**config.mk**
```make
export PLATFORM = sky130hd
export DESIGN_NAME = matrix_rx_flat
export DESIGN_NICKNAME = d
export VERILOG_FILES = /design/src/rtl/matrix_pkg.sv /design/src/rtl/matrix_rx_if.sv /design/src/rtl/sync_rise.sv /design/src/rtl/matrix_rx.sv /design/src/flat_wrapper.sv
export SDC_FILE = /design/constraint.sdc
export NUM_CORES = 1
export LEC_CHECK = 0
export ABC_CLOCK_PERIOD_IN_PS = 27700
export CORE_MARGIN = 2
export CORE_UTILIZATION = 67
export CTS_BUF_LIST = sky130_fd_sc_hd__clkbuf_4 sky130_fd_sc_hd__clkbuf_8
export CTS_CLUSTER_DIAMETER = 60
export DETAILED_ROUTE_END_ITERATION = 12
export PLACE_DENSITY_LB_ADDON = 0.08
export SYNTH_ARGS = -nofsm -noshare
export SYNTH_HDL_FRONTEND = slang
export SYNTH_HIERARCHICAL = 1
export SYNTH_SLANG_ARGS = --single-unit
```
**constraint.sdc**
```tcl
create_clock -name clk_25mhz -period 27.7 [get_ports clk_25mhz]
set_input_delay 6.925 -clock clk_25mhz [delete_from_list [all_inputs] [get_ports clk_25mhz]]
set_output_delay 6.925 -clock clk_25mhz [all_outputs]
set_load 0.03 [all_outputs]
```
**src/rtl/matrix_pkg.sv**
```systemverilog
// Shared definitions for the 74HC595 RGB matrix chain: field layout,
// colour naming and decode helpers.
package matrix_pkg;
  localparam int CHAIN_BITS = 32;
  localparam int ANODE_LSB  = 0;
  localparam int GREEN_LSB  = 8;
  localparam int BLUE_LSB   = 16;
  localparam int RED_LSB    = 24;

  typedef enum logic [1:0] {RED, BLUE, GREEN} colour_e;

  typedef struct packed {
    logic [7:0] red;
    logic [7:0] blue;
    logic [7:0] green;
    logic [7:0] anode;
  } frame_t;

  function automatic logic [7:0] rev8(input logic [7:0] v);
    logic [7:0] r;
    for (int i = 0; i < 8; i++) r[i] = v[7-i];
    return r;
  endfunction

  function automatic logic [2:0] onehot_idx(input logic [7:0] v);
    logic [2:0] idx;
    idx = '0;
    for (int i = 0; i < 8; i++) if (v[i]) idx = idx | 3'(i);
    return idx;
  endfunction

  // Column 0 is shifted first so it ends up in the field MSB; wire is active-low.
  function automatic logic [7:0] colour_lit(input logic [CHAIN_BITS-1:0] sr, input colour_e c);
    logic [7:0] raw;
    case (c)
      RED:     raw = sr[RED_LSB +: 8];
      BLUE:    raw = sr[BLUE_LSB +: 8];
      default: raw = sr[GREEN_LSB +: 8];
    endcase
    return ~rev8(raw);
  endfunction
endpackage

```
**src/rtl/matrix_rx_if.sv**
```systemverilog
// Chain pins, control and decoded results of the matrix receiver.
interface matrix_rx_if;
  logic       matrix_clk, matrix_latch, matrix_mosi, err_clr;
  logic [2:0] rd_row, row_idx;
  logic [7:0] rd_red, rd_green, rd_blue;
  logic [7:0] lat_red, lat_blue, lat_green, lat_anode;
  logic [5:0] lat_bits;
  logic       latch_stb, frame_err;

  modport slave (
    input  matrix_clk, matrix_latch, matrix_mosi, err_clr, rd_row,
    output rd_red, rd_green, rd_blue, latch_stb, lat_red, lat_blue,
           lat_green, lat_anode, lat_bits, row_idx, frame_err
  );
  modport master (
    output matrix_clk, matrix_latch, matrix_mosi, err_clr, rd_row,
    input  rd_red, rd_green, rd_blue, latch_stb, lat_red, lat_blue,
           lat_green, lat_anode, lat_bits, row_idx, frame_err
  );
endinterface

```
**src/rtl/sync_rise.sv**
```systemverilog
// Multi-stage synchroniser with an armed rising-edge detector.
module sync_rise #(
  parameter int STAGES = 2
) (
  input  logic clk,
  input  logic rst,
  input  logic d,
  output logic lvl,
  output logic rise
);
  logic [STAGES-1:0] sync_q, sync_d, fill_q, fill_d;
  logic              prev_q, prev_d, arm_q, arm_d;

  assign lvl  = sync_q[STAGES-1];
  assign rise = lvl & ~prev_q & arm_q;

  // The reset zeros in the chain are not a real low; arm only once the
  // chain holds genuine samples so a pin held high through reset is ignored.
  always_comb begin
    sync_d = {sync_q[STAGES-2:0], d};
    fill_d = {fill_q[STAGES-2:0], 1'b1};
    prev_d = lvl;
    arm_d  = arm_q | (fill_q[STAGES-1] & ~lvl);
  end

  always_ff @(posedge clk or posedge rst) begin
    if (rst) begin
      sync_q <= '0;
      fill_q <= '0;
      prev_q <= 1'b0;
      arm_q  <= 1'b0;
    end else begin
      sync_q <= sync_d;
      fill_q <= fill_d;
      prev_q <= prev_d;
      arm_q  <= arm_d;
    end
  end
endmodule

```
**src/rtl/matrix_rx.sv**
```systemverilog
// Receiver/monitor for the RGB matrix 595 chain: models the shift/storage
// registers, decodes each latched frame and keeps an 8-row shadow framebuffer.
module matrix_rx
  import matrix_pkg::*;
#(
  parameter int SYNC_STAGES = 2
) (
  input  logic       clk_25mhz,
  input  logic       reset,
  matrix_rx_if.slave bus
);
  logic                   clk_lvl_unused, lat_lvl_unused, shift, latch, mosi_s;
  logic [SYNC_STAGES-1:0] mosi_sync_q, mosi_sync_d;
  logic [CHAIN_BITS-1:0]  sr_q, sr_d, cap_sr_q, cap_sr_d;
  logic [5:0]             cnt_q, cnt_d, cap_bits_q, cap_bits_d, lat_bits_q, lat_bits_d;
  logic [1:0]             vld_pipe_q, vld_pipe_d;
  frame_t                 dec, lat_q, lat_d;
  logic                   blank, good, err_q, err_d;
  logic [2:0]             row_q, row_d;
  logic [7:0][23:0]       fb_q, fb_d;
  logic [23:0]            rd_q, rd_d;

  sync_rise #(.STAGES(SYNC_STAGES)) u_clk_sync (
    .clk(clk_25mhz), .rst(reset), .d(bus.matrix_clk), .lvl(clk_lvl_unused), .rise(shift)
  );
  sync_rise #(.STAGES(SYNC_STAGES)) u_lat_sync (
    .clk(clk_25mhz), .rst(reset), .d(bus.matrix_latch), .lvl(lat_lvl_unused), .rise(latch)
  );

  assign mosi_s = mosi_sync_q[SYNC_STAGES-1];

  // Stage 1: shift register and counter; a latch snapshots the pre-shift
  // contents, matching 595 storage-before-shift behaviour.
  always_comb begin
    mosi_sync_d = {mosi_sync_q[SYNC_STAGES-2:0], bus.matrix_mosi};
    sr_d        = shift ? {sr_q[CHAIN_BITS-2:0], mosi_s} : sr_q;
    cnt_d       = cnt_q;
    if (latch)                       cnt_d = shift ? 6'd1 : 6'd0;
    else if (shift && cnt_q != 6'h3f) cnt_d = cnt_q + 6'd1;
    cap_sr_d    = latch ? sr_q : cap_sr_q;
    cap_bits_d  = latch ? cnt_q : cap_bits_q;
    vld_pipe_d  = {vld_pipe_q[0], latch};
  end

  // Stage 2: decode, classify and commit the captured frame.
  always_comb begin
    dec   = {colour_lit(cap_sr_q, RED), colour_lit(cap_sr_q, BLUE),
             colour_lit(cap_sr_q, GREEN), rev8(cap_sr_q[ANODE_LSB +: 8])};
    blank = &cap_sr_q[CHAIN_BITS-1:GREEN_LSB];
    good  = !blank && cap_bits_q == 6'(CHAIN_BITS) && $onehot(dec.anode);
    lat_d      = lat_q;
    lat_bits_d = lat_bits_q;
    row_d      = row_q;
    fb_d       = fb_q;
    err_d      = err_q & ~bus.err_clr;
    if (vld_pipe_q[0]) begin
      lat_d      = dec;
      lat_bits_d = cap_bits_q;
      if (good) begin
        row_d       = onehot_idx(dec.anode);
        fb_d[row_d] = {dec.red, dec.green, dec.blue};
      end else if (!blank) begin
        err_d = 1'b1;
      end
    end
    rd_d = fb_q[bus.rd_row];
  end

  always_ff @(posedge clk_25mhz or posedge reset) begin
    if (reset) begin
      mosi_sync_q <= '0;
      sr_q        <= '0;
      cnt_q       <= '0;
      cap_sr_q    <= '0;
      cap_bits_q  <= '0;
      vld_pipe_q  <= '0;
      lat_q       <= '0;
      lat_bits_q  <= '0;
      row_q       <= '0;
      err_q       <= 1'b0;
      fb_q        <= '0;
      rd_q        <= '0;
    end else begin
      mosi_sync_q <= mosi_sync_d;
      sr_q        <= sr_d;
      cnt_q       <= cnt_d;
      cap_sr_q    <= cap_sr_d;
      cap_bits_q  <= cap_bits_d;
      vld_pipe_q  <= vld_pipe_d;
      lat_q       <= lat_d;
      lat_bits_q  <= lat_bits_d;
      row_q       <= row_d;
      err_q       <= err_d;
      fb_q        <= fb_d;
      rd_q        <= rd_d;
    end
  end

  assign bus.latch_stb = vld_pipe_q[1];
  assign bus.lat_red   = lat_q.red;
  assign bus.lat_blue  = lat_q.blue;
  assign bus.lat_green = lat_q.green;
  assign bus.lat_anode = lat_q.anode;
  assign bus.lat_bits  = lat_bits_q;
  assign bus.row_idx   = row_q;
  assign bus.frame_err = err_q;
  assign bus.rd_red    = rd_q[23:16];
  assign bus.rd_green  = rd_q[15:8];
  assign bus.rd_blue   = rd_q[7:0];
endmodule

```
**src/flat_wrapper.sv**
```systemverilog
// flat-port wrapper written by rule: the top's interface ports become plain ports
module matrix_rx_flat import matrix_pkg::*;
#(
  parameter int SYNC_STAGES = 2
)
  (clk_25mhz, reset, bus_matrix_clk, bus_matrix_latch, bus_matrix_mosi, bus_err_clr, bus_rd_row, bus_rd_red, bus_rd_green, bus_rd_blue, bus_latch_stb, bus_lat_red, bus_lat_blue, bus_lat_green, bus_lat_anode, bus_lat_bits, bus_row_idx, bus_frame_err);
  matrix_rx_if bus_i ();
  input  logic clk_25mhz;
  input  logic reset;
  input wire logic [$bits(bus_i.matrix_clk)-1:0] bus_matrix_clk;
  input wire logic [$bits(bus_i.matrix_latch)-1:0] bus_matrix_latch;
  input wire logic [$bits(bus_i.matrix_mosi)-1:0] bus_matrix_mosi;
  input wire logic [$bits(bus_i.err_clr)-1:0] bus_err_clr;
  input wire logic [$bits(bus_i.rd_row)-1:0] bus_rd_row;
  output wire logic [$bits(bus_i.rd_red)-1:0] bus_rd_red;
  output wire logic [$bits(bus_i.rd_green)-1:0] bus_rd_green;
  output wire logic [$bits(bus_i.rd_blue)-1:0] bus_rd_blue;
  output wire logic [$bits(bus_i.latch_stb)-1:0] bus_latch_stb;
  output wire logic [$bits(bus_i.lat_red)-1:0] bus_lat_red;
  output wire logic [$bits(bus_i.lat_blue)-1:0] bus_lat_blue;
  output wire logic [$bits(bus_i.lat_green)-1:0] bus_lat_green;
  output wire logic [$bits(bus_i.lat_anode)-1:0] bus_lat_anode;
  output wire logic [$bits(bus_i.lat_bits)-1:0] bus_lat_bits;
  output wire logic [$bits(bus_i.row_idx)-1:0] bus_row_idx;
  output wire logic [$bits(bus_i.frame_err)-1:0] bus_frame_err;
  assign bus_i.matrix_clk = bus_matrix_clk;
  assign bus_i.matrix_latch = bus_matrix_latch;
  assign bus_i.matrix_mosi = bus_matrix_mosi;
  assign bus_i.err_clr = bus_err_clr;
  assign bus_i.rd_row = bus_rd_row;
  assign bus_rd_red = bus_i.rd_red;
  assign bus_rd_green = bus_i.rd_green;
  assign bus_rd_blue = bus_i.rd_blue;
  assign bus_latch_stb = bus_i.latch_stb;
  assign bus_lat_red = bus_i.lat_red;
  assign bus_lat_blue = bus_i.lat_blue;
  assign bus_lat_green = bus_i.lat_green;
  assign bus_lat_anode = bus_i.lat_anode;
  assign bus_lat_bits = bus_i.lat_bits;
  assign bus_row_idx = bus_i.row_idx;
  assign bus_frame_err = bus_i.frame_err;
  matrix_rx #(.SYNC_STAGES(SYNC_STAGES)) u_core (.clk_25mhz(clk_25mhz), .reset(reset), .bus(bus_i));
endmodule
```
# ---- After elaboration in Yosys (flattened, before gate mapping)
# Cells that the tools add are included.
dict set report op_classes {
  add_sub_neg 8
  n_lt_le_gt_ge 3
  n_eq_ne 3
  mux 20
  bitwise 17
  reduce_logical 8
}
# op count
set ops {}
lappend ops {{192-bit bitwise mux} 1}
lappend ops {{24-bit binary-select mux with 3-bit select} 1}
lappend ops {{24-bit demux with 3-bit select} 1}
lappend ops {{24-bit 2-to-1 mux} 2}
lappend ops {{8-bit NOT} 3}
lappend ops {{24-bit AND reduction} 1}
lappend ops {{3-bit 2-to-1 mux} 6}
lappend ops {{4-bit adder} 3}
lappend ops {{6-bit 2-to-1 mux} 2}
lappend ops {{1-bit by 1-bit adder with 2-bit output} 4}
lappend ops {{3-bit by 4-bit less-than comparator with 1-bit output, second input constant} 2}
lappend ops {{1-bit bitwise AND} 7}
lappend ops {{6-bit by 1-bit adder with 6-bit output, second input constant} 1}
lappend ops {{6-bit equality test, second input constant} 1}
lappend ops {{6-bit inequality test, second input constant} 1}
lappend ops {{1-bit 2-to-1 mux} 5}
lappend ops {{1-bit NOT} 5}
lappend ops {{4-bit by 1-bit equality test with 1-bit output, second input constant} 1}
lappend ops {{1-bit logical AND} 4}
lappend ops {{2-bit 2-to-1 mux} 2}
lappend ops {{3-bit by 1-bit >= comparator with 1-bit output, second input constant} 1}
lappend ops {{1-bit OR} 2}
lappend ops {{2-bit AND reduction} 1}
lappend ops {{2-bit nonzero test} 1}
lappend ops {{1-bit logical NOT} 1}
dict set report totals {
  regBits 350
  input_bits 9
}

# ---- Logic depth before layout (Yosys ltp)
# Gate-level depths: netlist of run 1.
dict set report depth {
  word_depth 14
  depth_mapped 15
  depth_no_buf 13
}

# ---- Cells and area by module
# The synthesis of run 1 kept the hierarchy.
# module instances cells_per_inst area_each_um2 seq_area_each_um2
set modules_own_cells {}
lappend modules_own_cells {matrix_rx 1 1114 13978.4 8458.1}
lappend modules_own_cells {sync_rise 2 12 176.4 150.1}

# ---- Worst setup path before layout of run 1
# No wires, ideal clock.
dict set report synth_path {
  path_type {input-to-reg}
  from {in bus_rd_row[0]}
  to {reg u_core.rd_q[10]}
  setup_time_ps 125
  arrival_ps 8283
  required_ps 27575
  path_slack_ps 19293
  cell_stages 4
  cell_sequence {buf_2 -> buf_2 -> mux4_2 -> mux2_2}
}
dict set report synth_via {
  elab_chain_cells 2
}
# item line_no
set synth_lines {}
lappend synth_lines {{start: declaration} flat_wrapper.sv:14} ;# input wire logic [$bits(bus_i.rd_row)-1:0] bus_rd_row;
lappend synth_lines {{24-bit binary-select mux with 3-bit select} matrix_rx.sv:66} ;# rd_d = fb_q[bus.rd_row];
lappend synth_lines {{24-bit 2-to-1 mux (not written as such)} matrix_rx.sv:66}
lappend synth_lines {{via u_core.rd_d[10]} matrix_rx.sv:21} ;# logic [23:0] rd_q, rd_d;
lappend synth_lines {{end signal: assignment} matrix_rx.sv:95} ;# rd_q <= rd_d;
lappend synth_lines {{end: declaration} matrix_rx.sv:21}
# The timed path passes the listed nets, and every way through them passes these cells. The select of a mux whose other input is x is not followed.
# A chain may end at the register's enable or synchronous reset.

==> results.toml, run 1 <==
[status]
status = "completed"

[cells_and_area]
nets = 1207
antennaDiodeCount = 0
postLayoutCellArea_um2 = 16360
drive_gt1_share_pct = 24.43
area_growth_pct = 14.17
final_util_pct = 77.83

[power_and_ir_drop]
switching_share_pct = 27.78
power_frac_comb_pct = 13.2
p_per_area_nw_per_um2 = 72.75
clkPwrFrac_pct = 38.1
pwr-share-seq_pct = 48.6
internal_power_mw = 0.8596
netSwitchingPower_mw = 0.3307
power_leakage_nw = 7.646
vdd_ir_drop_max_mv = 0.05889

[detailed_routing]
drtPass1Iterations = 5
postRouteAntennaNets = 0
drt-total-wl_um = 28970
routed_wire_length_per_instance_um = 19.17
via_per_inst = 5.842
dr.first_iter.drc_count = 617
drc_errors = 0
num_vias = 8828

[setup_path]
worstSetupEndpoint = "u_core/fb_q[85]"
cp_top_family = "buffers and inverters"
ff2ff_setup_slack_ns = 23.10
cp_slowest_cell = "inv_8"
r2r-end = "u_core/fb_q[188]"
crit_start = "reset"
critical_path_depth = 3
slowest_delay_ns = 0.70
crit_type = "input pin to async pin"
critPathCaptureType = "async pin"
crit_fanout = 197
worstPathArrival_ns = 9.16
path_buf_inv = 3
crit_required_ns = 28.23
crit_chain = "clkdlybuf4s50_1 > inv_8 > buf_12"
r2r-start = "u_core/cap_sr_q[0]"
start_kind = "input pin"
reg2reg_depth = 13

[clock_network]
cts_buffers = 54
ctsResizeCount = 0
cts_tree = "built"
postCtsHoldBufs = 0
cts_sinks = 350
root_buffer = "clkbuf_8"
clkSlewWorstSetupHoldPaths_ns = 0.06
cts_max_path_buffers = 3
cts_htree_levels = 2
postCtsSetupBuffers = 0
clock_latency_ns = 0.59

[run]
cap_violations = 0

[timing]
finalSetupTns_ns = 0
timing.final.ws_setup_ns = 19.07
max_freq_ghz = 0.1159
min_period_ns = 8.629
rsz0062_at_grt = "false"
min_period_over_period_pct = 31.15
fin_skew_ns = 0.01878
tightest_slew_ns = 1.099
finalSetupViolCount = 0
hold_viol_final = 0
relSlewSlack_pct = 26.76
slew_viol_final = 0

[place]
dp_hpwl_um = 16690
gp_routability_congestion = 0.7609
io_buffers = 75
place_area_um2 = 15160
dp_slack_ns = 18.45

[min_path]
min_path_type = "flip-flop to flip-flop"

[die]
coreArea_um2 = 21020
ios = 76
fp.dieArea_um2 = 22580
die_w_um = 150.3
die_h_um = 150.3
initial_core_util_pct = 68.17
rows = 53

[synth]
synth-seq-cells = 350
ys_seq_area_share_pct = 61.11
synth_warnings = 6
synth_edf_count = 0
synth_fp_nets = 1155
async_flop_share_pct = 100.0
ys.flop_type = "dfrtp_1"
synth.cell_area_um2 = 14330
synth_cell_types = 44
netlist_instances = 1138
syn_avg_cell_area_um2 = 12.59

[global_routing]
met1_usage_pct = 39.62
grt_util_met3_pct = 4.758
first_global_vias = 9298
track_usage_pct = 27.51
grt_pass1_wl_um = 48170
antenna_found_initial = 0
met2_usage_pct = 44.36
grt_start_max_net_pins = 198
gr-max-usage-layer = "met2"
gr-total-overflow = 0
flip-flops by register name (all words and copies together) (netlist names), 3 cells and up:
register / count
u_core/bus.lat_blue: 8
u_core/fb_q: 192
u_core/cap_sr_q: 32
u_core/bus.lat_anode: 8
u_core/bus.lat_red: 8
u_core/bus.row_idx: 3
u_core/bus.lat_green: 8
u_core/sr_q: 32
u_core/cnt_q: 6
u_core/rd_q: 24
u_core/cap_bits_q: 6
u_core/bus.lat_bits: 6
synth_stat cells (2+ instances only):
master / instances / area share [%]
a21oi_1: 23 / 0.80
buf_1: 6 / 0.16
mux2_2: 104 / 8.2
o21ai_2: 12 / 0.73
nand2_1: 186 / 4.9
a21o_1: 2 / 0.10
mux2i_1: 25 / 1.7
conb_1: 2 / 0.052
o2111ai_1: 2 / 0.12
o21ai_0: 107 / 3.7
nor4_1: 3 / 0.13
buf_2: 8 / 0.28
mux4_2: 48 / 7.5
nor2_1: 30 / 0.79
fa_1: 4 / 0.56
inv_1: 43 / 1.1
o21ai_1: 61 / 2.1
o2111ai_2: 5 / 0.52
buf_6: 12 / 0.94
o21a_1: 2 / 0.10
clkbuf_1: 58 / 1.5
xor2_1: 4 / 0.24
or4_4: 2 / 0.16
nand3_1: 2 / 0.070
dfrtp_1: 350 / 61
nand4_1: 8 / 0.35
or4_1: 2 / 0.10
buf_4: 8 / 0.42
ha_1: 4 / 0.35
cell usage in the layout, fill, tap and decap left out, types with 3 or more instances in the layout:
cell type / Yosys / routed
dfrtp_1: 350 / 349
nand2_1: 186 / 186
o21ai_0: 107 / 107
mux2_2: 104 / 104
clkbuf_8: 0 / 75
clkdlybuf4s50_1: 0 / 72
o21ai_1: 61 / 61
mux4_2: 48 / 48
inv_1: 43 / 42
nor2_1: 30 / 28
mux2i_1: 25 / 25
a21oi_1: 23 / 23
clkinv_2: 0 / 14
o21ai_2: 12 / 12
buf_4: 8 / 12
clkbuf_4: 0 / 8
nand4_1: 8 / 8
o2111ai_4: 0 / 7
clkinvlp_4: 0 / 4
xor2_1: 4 / 4
fa_1: 4 / 4
ha_1: 4 / 4
buf_2: 8 / 3
nor4_1: 3 / 3
worst min path at each step:
stage                                        endpoint  depth (start not counted)                   startpoint
after floorplan                 u_core/mosi_sync_q[1]                          0        u_core/mosi_sync_q[0]
after global placement    u_core/u_lat_sync/fill_q[1]                          0  u_core/u_lat_sync/fill_q[0]
after detailed placement  u_core/u_lat_sync/sync_q[1]                          0  u_core/u_lat_sync/sync_q[0]
after CTS                 u_core/u_lat_sync/sync_q[1]                          0  u_core/u_lat_sync/sync_q[0]
after global routing      u_core/u_lat_sync/fill_q[1]                          0  u_core/u_lat_sync/fill_q[0]
final                           u_core/mosi_sync_q[1]                          0        u_core/mosi_sync_q[0]
cell type report:
type                    instances  area [um2]
inverters                      44       172.7
flip-flops and latches        350        8760
multi-input cells             652        5039
fillers                      1282        4659
well taps                     275       344.1
clock buffers                  83        1092
repair buffers                 88       845.8
clock inverters                19       108.9
power by group through the flow:
stage / registers (mW) / clock network, mW / logic, mW
after floorplan: 0.589 / 0 / 0.0951
after global placement: 0.586 / 0 / 0.154
after detailed placement: 0.587 / 0 / 0.158
after CTS: 0.579 / 0.464 / 0.160
after global routing: 0.584 / 0.486 / 0.173
final: 0.579 / 0.454 / 0.158
layer usage:
layer	wire [um]	vias to the layer above
met3	1456	53
met5	0	-
met4	488	0
met2	14130	228
met1	12890	4495
li1	-	4052
cell families after synthesis:
logic type      synth area share [%]
mux                            17.46
simple gates                   7.089
buf+inv                        4.470
other cells                  0.05240
compound gates                 8.600
fa+ha+maj                     0.9080
xor+xnor                      0.3056
flops                          61.11
through the flow:
step	instances	hold slack, ns	total power [mW]
2_1_floorplan	1138	0.3312	0.6840
3_3_place_gp	1409	0.3314	0.7398
3_5_place_dp	1409	0.3373	0.7458
4_1_cts	1511	0.3511	1.203
5_1_grt	1511	0.3578	1.243
6_report	1511	0.3480	1.190
Note: power is estimated with default switching activity, not from simulation.
==> run 2, diff against run 1 <==
--- a/config.mk
+++ b/config.mk
@@ -5,9 +5,9 @@
 export SDC_FILE = /design/constraint.sdc
 export NUM_CORES = 1
 export LEC_CHECK = 0
-export ABC_CLOCK_PERIOD_IN_PS = 27700
+export ABC_CLOCK_PERIOD_IN_PS = 7100
 export CORE_MARGIN = 2
-export CORE_UTILIZATION = 67
+export CORE_UTILIZATION = 56
 export CTS_BUF_LIST = sky130_fd_sc_hd__clkbuf_4 sky130_fd_sc_hd__clkbuf_8
 export CTS_CLUSTER_DIAMETER = 60
 export DETAILED_ROUTE_END_ITERATION = 12
==> constraint.sdc (replaced) <==
create_clock -name clk_25mhz -period 7.1 [get_ports clk_25mhz]
set_input_delay 1.775 -clock clk_25mhz [delete_from_list [all_inputs] [get_ports clk_25mhz]]
set_output_delay 1.775 -clock clk_25mhz [all_outputs]
set_load 0.03 [all_outputs]
==> run 2 against run 1 <==
Worst setup slack got worse by 16 ns. Count of clock-buffer cells in the layout grew 3. Via count fell by 4.0%. Sequential cell count unchanged. Clock skew grew 0.0034 ns. Hold slack worse by 0.0071 ns. Final cell count up 3.5%. Sequential share of layout area shrank 0.11 points. Combinational power grew to 3.9 times the previous value. Utilization is 13 points lower.
==> results.toml, run 2 (synthesis gave the netlist of run 1 again) <==
[setup_path]
crit_type = "flip-flop to flip-flop"
crit_required_ns = 7.60
r2r-end = "u_core/fb_q[168]"
worstPathArrival_ns = 4.93
r2r-start = "u_core/cap_sr_q[0]"
critPathCaptureType = "flip-flop"
crit_fanout = 24
start_kind = "flip-flop"
reg2reg_depth = 13
ff2ff_setup_slack_ns = 2.66

[power_and_ir_drop]
power_leakage_nw = 7.640
vdd_ir_drop_max_mv = 0.2215
p_per_area_nw_per_um2 = 281.2
totalPowerFinal_mw = 4.610

[timing]
tightest_slew_ns = 1.003
finalSetupTns_ns = 0
fin_skew_ns = 0.02215
hold_viol_final = 0
min_period_ns = 4.439
min_period_over_period_pct = 62.53
max_freq_ghz = 0.2253
slew_viol_final = 0
finalSetupViolCount = 0
rsz0062_at_grt = "false"
relSlewSlack_pct = 33.13

[clock_network]
ctsResizeCount = 0
postCtsHoldBufs = 0
cts_tree = "built"
cts_sinks = 350
clock_latency_ns = 0.60
clkSlewWorstSetupHoldPaths_ns = 0.06
cts_htree_levels = 2
postCtsSetupBuffers = 0
root_buffer = "clkbuf_8"
cts_buffers = 55
cts_max_path_buffers = 3

[place]
dp_hpwl_um = 16380
place_area_um2 = 15240
dp_cells = 1464
io_buffers = 75
gp_routability_congestion = 0.7691

[detailed_routing]
num_vias = 8476
drc_errors = 0
postRouteAntennaNets = 0
drtPass1Iterations = 4
drt-total-wl_um = 28710
routed_wire_length_per_instance_um = 18.36
via_per_inst = 5.419
dr.first_iter.drc_count = 579

[die]
ios = 76
die_h_um = 164.0
fp.dieArea_um2 = 26890
coreArea_um2 = 25180
rows = 58
initial_core_util_pct = 56.91
die_w_um = 164.0

[cells_and_area]
largestRegisters = "u_core/fb_q: 192 flops, u_core/cap_sr_q: 32 flops, u_core/sr_q: 32 flops"
fin_cells = 1564
largest_reg_flops = 192
n_fill_cell = 1964
postLayoutCellArea_um2 = 16400
seq_area_um2 = 8760
final_cell_mix = "dfrtp_1 (349), nand2_1 (186), o21ai_0 (107), mux2_2 (104), clkdlybuf4s50_1 (72)"
nets = 1208
antennaDiodeCount = 0
mostFrequentLayoutCell = "dfrtp_1"
area_growth_pct = 14.41
drive_gt1_share_pct = 24.31
multi_input_area_um2 = 5039
top_register = "u_core/fb_q"

[min_path]
min_from = "u_core/u_clk_sync/sync_q[0]"
whs_path_depth = 0
hold-path-endpoint = "u_core/u_clk_sync/sync_q[1]"
min_path_type = "flip-flop to flip-flop"

[status]
status = "completed"

[global_routing]
grt_start_max_net_pins = 173
track_usage_pct = 22.97
antenna_found_initial = 0
grt_pass1_wl_um = 47990
first_global_vias = 9030
gr-total-overflow = 0

[run]
cap_violations = 0
==> run 2: cell count changes in the layout (fill, tap and decap cells not counted) <==
cell / change
buf_12: +1
inv_6: +1
clkinv_2: -3
clkinvlp_4: -3
clkbuf_4: +10
buf_2: -1
clkbuf_8: -7
==> run 2: cell type report <==
class | count | area share [%]
Inverter | 44 | 1.030
Clock inverter | 14 | 0.5113
Sequential cell | 350 | 53.43
Multi-Input combinational cell | 652 | 30.73
Tap cell | 330 | 2.518
Clock buffer | 86 | 6.532
Timing Repair Buffer | 88 | 5.250
==> run 2: routing by layer <==
| metal | vias up | track usage (%) | wire length (um) |
|---|---|---|---|
| met5 | - | 0 | 0 |
| met4 | 0 | 7.257 | 648 |
| met3 | 45 | 4.697 | 1465 |
| met2 | 185 | 35.71 | 13140 |
| met1 | 4202 | 32.99 | 13460 |
| li1 | 4044 | - | - |
==> run 2: power by group <==
group          switching [mW]  internal [mW]  total [mW]
logic                   0.364          0.250       0.614
clock network           0.775          0.964        1.74
registers               0.141           2.12        2.26
total                    1.28           3.33        4.61
==> run 2: per-stage QoR <==
| stage | hold WS (ns) | setup WS (ns) | utilization [%] |
|---|---|---|---|
| floorplan | 0.3312 | 0.8064 | - |
| global placement | 0.3324 | 2.786 | 60.52 |
| detailed placement | 0.3355 | 2.679 | 60.52 |
| CTS | 0.3429 | 2.642 | 65.11 |
| global route | 0.3498 | 2.320 | 65.11 |
| finish | 0.3409 | 2.661 | 65.11 |
==> run 2: worst max-delay path: stages (launching register included) <==
cell	delay, ns
dfrtp_1	0.44
inv_1	0.10
fa_1	0.56
fa_1	0.44
fa_1	0.45
inv_1	0.07
ha_1	0.15
inv_1	0.06
fa_1	0.37
a211oi_1	0.21
mux2_2	0.45
o211a_4	0.28
nand3_4	0.42
mux2i_1	0.33
==> run 2: worst max-delay path by stage <==
| stage | endpoint | depth (start not counted) | slack (ns) | start |
|---|---|---|---|---|
| floorplan | u_core/bus.frame_err | 1 | 0.81 | reset |
| global placement | u_core/fb_q[172] | 13 | 2.79 | u_core/cap_sr_q[0] |
| detailed placement | u_core/fb_q[168] | 13 | 2.68 | u_core/cap_sr_q[0] |
| CTS | u_core/fb_q[168] | 13 | 2.64 | u_core/cap_sr_q[0] |
| global route | u_core/fb_q[68] | 14 | 2.32 | u_core/cap_sr_q[0] |
| finish | u_core/fb_q[168] | 13 | 2.66 | u_core/cap_sr_q[0] |
